===== src/rtl/cache_stats_reader.sv =====
// cache_stats_reader: sweeps statistics indices through the controller and streams the frozen snapshot out
module cache_stats_reader #(
  parameter int FIRST_INDEX   = 0,
  parameter int LAST_INDEX    = 16,
  parameter int SETTLE_CYCLES = 2
) (
  input  logic        clock_i,
  input  logic        reset_i,
  input  logic        start_i,
  input  logic        count_en_i,
  output logic [31:0] comm_o,
  output logic [1:0]  select_o,
  input  logic [31:0] comm_i,
  output logic [31:0] word_o,
  output logic [4:0]  index_o,
  output logic        valid_o,
  input  logic        ready_i,
  output logic        busy_o,
  output logic        done_o
);
  localparam logic [2:0] IDLE    = 3'd0;
  localparam logic [2:0] DRIVE   = 3'd1;
  localparam logic [2:0] SETTLE  = 3'd2;
  localparam logic [2:0] CAPTURE = 3'd3;
  localparam logic [2:0] SEND    = 3'd4;
  localparam logic [2:0] DONE    = 3'd5;
  localparam logic [4:0] FIRST       = 5'(FIRST_INDEX);
  localparam logic [4:0] LAST        = 5'(LAST_INDEX);
  localparam logic [3:0] SETTLE_LOAD = 4'(SETTLE_CYCLES - 1);
  logic [2:0] state, state_n;
  logic [4:0] index, index_n;
  logic [3:0] settle_cnt;
  always_comb begin
    state_n = state;
    index_n = index;
    case (state)
      IDLE: if (start_i) begin
        state_n = DRIVE;
        index_n = FIRST;
      end
      DRIVE:   state_n = SETTLE;
      SETTLE:  state_n = (settle_cnt == 4'd0) ? CAPTURE : SETTLE;
      CAPTURE: state_n = SEND;
      SEND: if (ready_i) begin
        state_n = (index == LAST) ? DONE : DRIVE;
        index_n = (index == LAST) ? index : index + 5'd1;
      end
      default: state_n = IDLE;
    endcase
  end
  always_ff @(posedge clock_i) begin
    if (reset_i) begin
      state      <= IDLE;
      index      <= FIRST;
      settle_cnt <= 4'd0;
      word_o     <= 32'd0;
      index_o    <= 5'd0;
      comm_o     <= 32'd0;
    end else begin
      state      <= state_n;
      index      <= index_n;
      settle_cnt <= (state == DRIVE) ? SETTLE_LOAD :
                    (state == SETTLE && settle_cnt != 4'd0) ? settle_cnt - 4'd1 : settle_cnt;
      comm_o     <= {7'd0, count_en_i & (state_n == IDLE), 19'd0, index_n};
      if (state == CAPTURE) begin
        word_o  <= comm_i;
        index_o <= index;
      end
    end
  end
  assign select_o = 2'b00;
  assign valid_o  = (state == SEND);
  assign done_o   = (state == DONE);
  assign busy_o   = (state != IDLE);
endmodule


===== config.mk =====
export PLATFORM = sky130hd
export DESIGN_NAME = cache_stats_reader
export DESIGN_NICKNAME = d
export VERILOG_FILES = /design/src/rtl/cache_stats_reader.sv
export SDC_FILE = /design/constraint.sdc
export NUM_CORES = 1
export LEC_CHECK = 0
export CORE_AREA = 2 2 83 101
export CTS_BUF_LIST = sky130_fd_sc_hd__clkbuf_8
export DETAILED_ROUTE_END_ITERATION = 16
export DIE_AREA = 0 0 85 103
export PLACE_DENSITY_LB_ADDON = 0.25
export SLEW_MARGIN = 10
export SYNTH_ARGS = -nofsm -noshare
export SYNTH_HDL_FRONTEND = slang
export SYNTH_SLANG_ARGS = --single-unit

===== constraint.sdc =====
create_clock -name clock_i -period 3.36 [get_ports clock_i]
set_clock_uncertainty 0.15 [all_clocks]
set_input_delay 1.008 -clock clock_i [delete_from_list [all_inputs] [get_ports clock_i]]
set_output_delay 1.008 -clock clock_i [all_outputs]
set_load 0.05 [all_outputs]

==> impl_results.md <==
* Full die area at about 9000 µm²
* Via-per-instance ratio at between 4 and 5
* Initial antenna violation count at 0
* Max VDD drop at 0.242 mV
* Syn Inst Count at roughly 280
* DRC at 0
* Layout overhead on the synthesized area at 40.2%
* Fmax at 331 MHz
* WP data arrival at ~1900 ps
* Mean routed wirelength per cell at approximately 11 µm
* Critical Path RT at roughly 2200 ps
* Final net count at a little under 400
* GPL Wtd Cong at between 0.7 and 0.8
* IO buf count at slightly above 80
* Ant. Diodes at 0
* Commonest non-fill, non-tap cell in the layout: nand2_1
* Vias in the first global route at ~1700
* Clock Tree Buf Depth at 2
* Crit path kind: reg2out
* Post-route ant nets at 0
* GRT Residual Overflow at 0
* Worst-Skew Late Latency at 290 ps
* Number of I/O pins at 111
* Clock-pin transition on the worst setup and hold timing paths at about 90 ps
* Hold buffer count at CTS at 0
* Largest net degree at the start of global routing at 39
* Drt total wl at 5160 µm
* Worst Tran Pin Value at 570 ps
* CTS tree: yes
* Post-Route Setup TNS at 0 ps
* Core ar. at ~7900 µm²
* First-pass GRT wire length at just over 8000 µm
* Most frequent cells in the layout: nand2_1, clkdlybuf4s50_1, dfxtp_1, a21oi_1, conb_1
* Layout cells sized above 1 at 3.95%
* CP endpoint kind: primary output
* Root Buffer: clkbuf_8
* Maxcap violations at 0
* Placed insts at 442
* Detailed Routing Iterations Pass 1 at 4
* Post_cts resized at 0
* Startpoint Class: flop
* Sequential fraction of the synthesis area at a little under half
* FP Rows at 36
* Die Span X at 85 µm
* Post-CTS setup buffer count at 0
* Status: finished, final reports clean
* Tcrit/Tclk final at about nine tenths
* Num Clock Sinks at 50
* Min-Delay Path Class: reg2reg
* Die Y at around 100 µm
* Synth Area per Inst at approximately 7.9 µm²
* Initial Util at roughly 28%
* Netlist Area Pre-Place at between 2000 and 2500 µm²
* Slew Limit Fails at 0
* H-tree Lvls at 2
* Non-Filler Instances at around 450
* Unrepaired setup endpoints after global routing: no
* Hpwl dp at roughly 3700 µm
* Global Route Usage Sum at 11.4%
* Synth unique cells at 36
* Setup Viol. Count Final at 0
* DR iter-0 viols at 76
* Leak pwr at 1.10 nW
* Min Tclk post-route at just over 3000 ps
* Yosys warning count at 0
* Slew HR at between 60 and 70%
* Via count at between 1500 and 2000
* TritonCTS Buffers at 5
* Highest net fanout along the worst path at 11
* Hold Fails Final Rpt at 0
* Synth Register Bits at 50
* Power Density at between 400 and 500 nW/µm²
final timing paths:
path,start,to,slack (ps),cells after the start
setup / recovery,state[2],busy_o,330,3
hold / removal,word_o[24],word_o[24],310,2
setup reg to reg,settle_cnt[0],state[0],1420,6
hold reg to reg,word_o[24],word_o[24],310,2
flip-flops by register name, summed over array words and instances, names as in the netlist, named ones only:
signal / flops
word_o: 32
comm_o: 1
state: 3
settle_cnt: 4
index_o: 5
critical path, stage by stage, from the launching register on:
cell and delay (ps):
dfxtp_1 500, inv_1 180, nand2_1 100, clkdlybuf4s50_1 800
power by group:
group	switching (mW)	internal, mW
clock	0.188	0.238
combinational	0.181	0.0882
sequential	0.0166	0.609
cells in the mapped netlist, drive strengths merged:
cell type | n | share of area, %
a211oi | 1 | 0.34
a21o | 1 | 0.34
a21oi | 44 | 10
a221oi | 1 | 0.40
a311oi | 1 | 0.40
and2 | 1 | 0.28
and3 | 1 | 0.28
and4 | 1 | 0.40
buf | 33 | 11
clkbuf | 10 | 1.7
conb | 1 | 0.17
dfxtp | 50 | 45
ha | 4 | 2.3
inv | 7 | 1.2
mux2i | 2 | 0.91
nand2 | 81 | 14
nand2b | 3 | 0.85
nand3 | 1 | 0.23
nand4 | 1 | 0.28
nand4bb | 1 | 0.51
nor2 | 5 | 0.85
nor2b | 4 | 1.1
nor3 | 4 | 0.91
nor3b | 1 | 0.34
nor4 | 4 | 1.1
o21ai | 6 | 1.4
o21bai | 1 | 0.34
o31ai | 3 | 1.0
or2 | 1 | 0.28
or3b | 1 | 0.51
or4 | 1 | 0.34
or4b | 1 | 0.45
xor2 | 1 | 0.40
cell type report:
| cell class | instances | area [µm²] |
|---|---|---|
| Tap cell | 95 | 119 |
| Clock inverter | 1 | 30.0 |
| Clock buffer | 6 | 82.6 |
| Timing Repair Buffer | 85 | 836 |
| Inverter | 7 | 26.3 |
| Sequential cell | 50 | 1000 |
| Fill cell | 821 | 4790 |
| Multi-Input combinational cell | 205 | 995 |
routing by layer:
metal	wire (µm)	share of wire (%)	vias up	GRT usage, %
met5	0	0	-	0
met4	39	0.76	0	3.30
met3	315	6.1	4	2.72
met2	2610	51	68	20.8
met1	2190	42	887	13.3
li1	-	-	1009	-
logic make-up (layout without fill, tap and decap cells):
| group | after synthesis | in the layout | share of synthesized area [%] |
|---|---|---|---|
| simple gates | 112 | 112 | 22.6 |
| compound gates | 58 | 58 | 14.2 |
| flops | 50 | 50 | 45.4 |
| buf+inv | 50 | 99 | 14.0 |
| fa+ha+maj | 4 | 4 | 2.27 |
| mux | 2 | 2 | 0.909 |
| other cells | 1 | 28 | 0.170 |
| xor+xnor | 1 | 1 | 0.398 |
through the flow:
stage               setup slack (ps)  power [mW]  area (µm²)  hold WS [ps]  util (%)
finish                           335        1.32        3090           307      39.2
global route                     252        1.39        3090           324      39.2
CTS                              325        1.35        3090           311      39.2
detailed placement               666       0.910        2980           297      37.8
global placement                 682       0.909        2980           291      37.8
floorplan                        482       0.851        2300           325         -
Power figures use the tool's default switching activity.
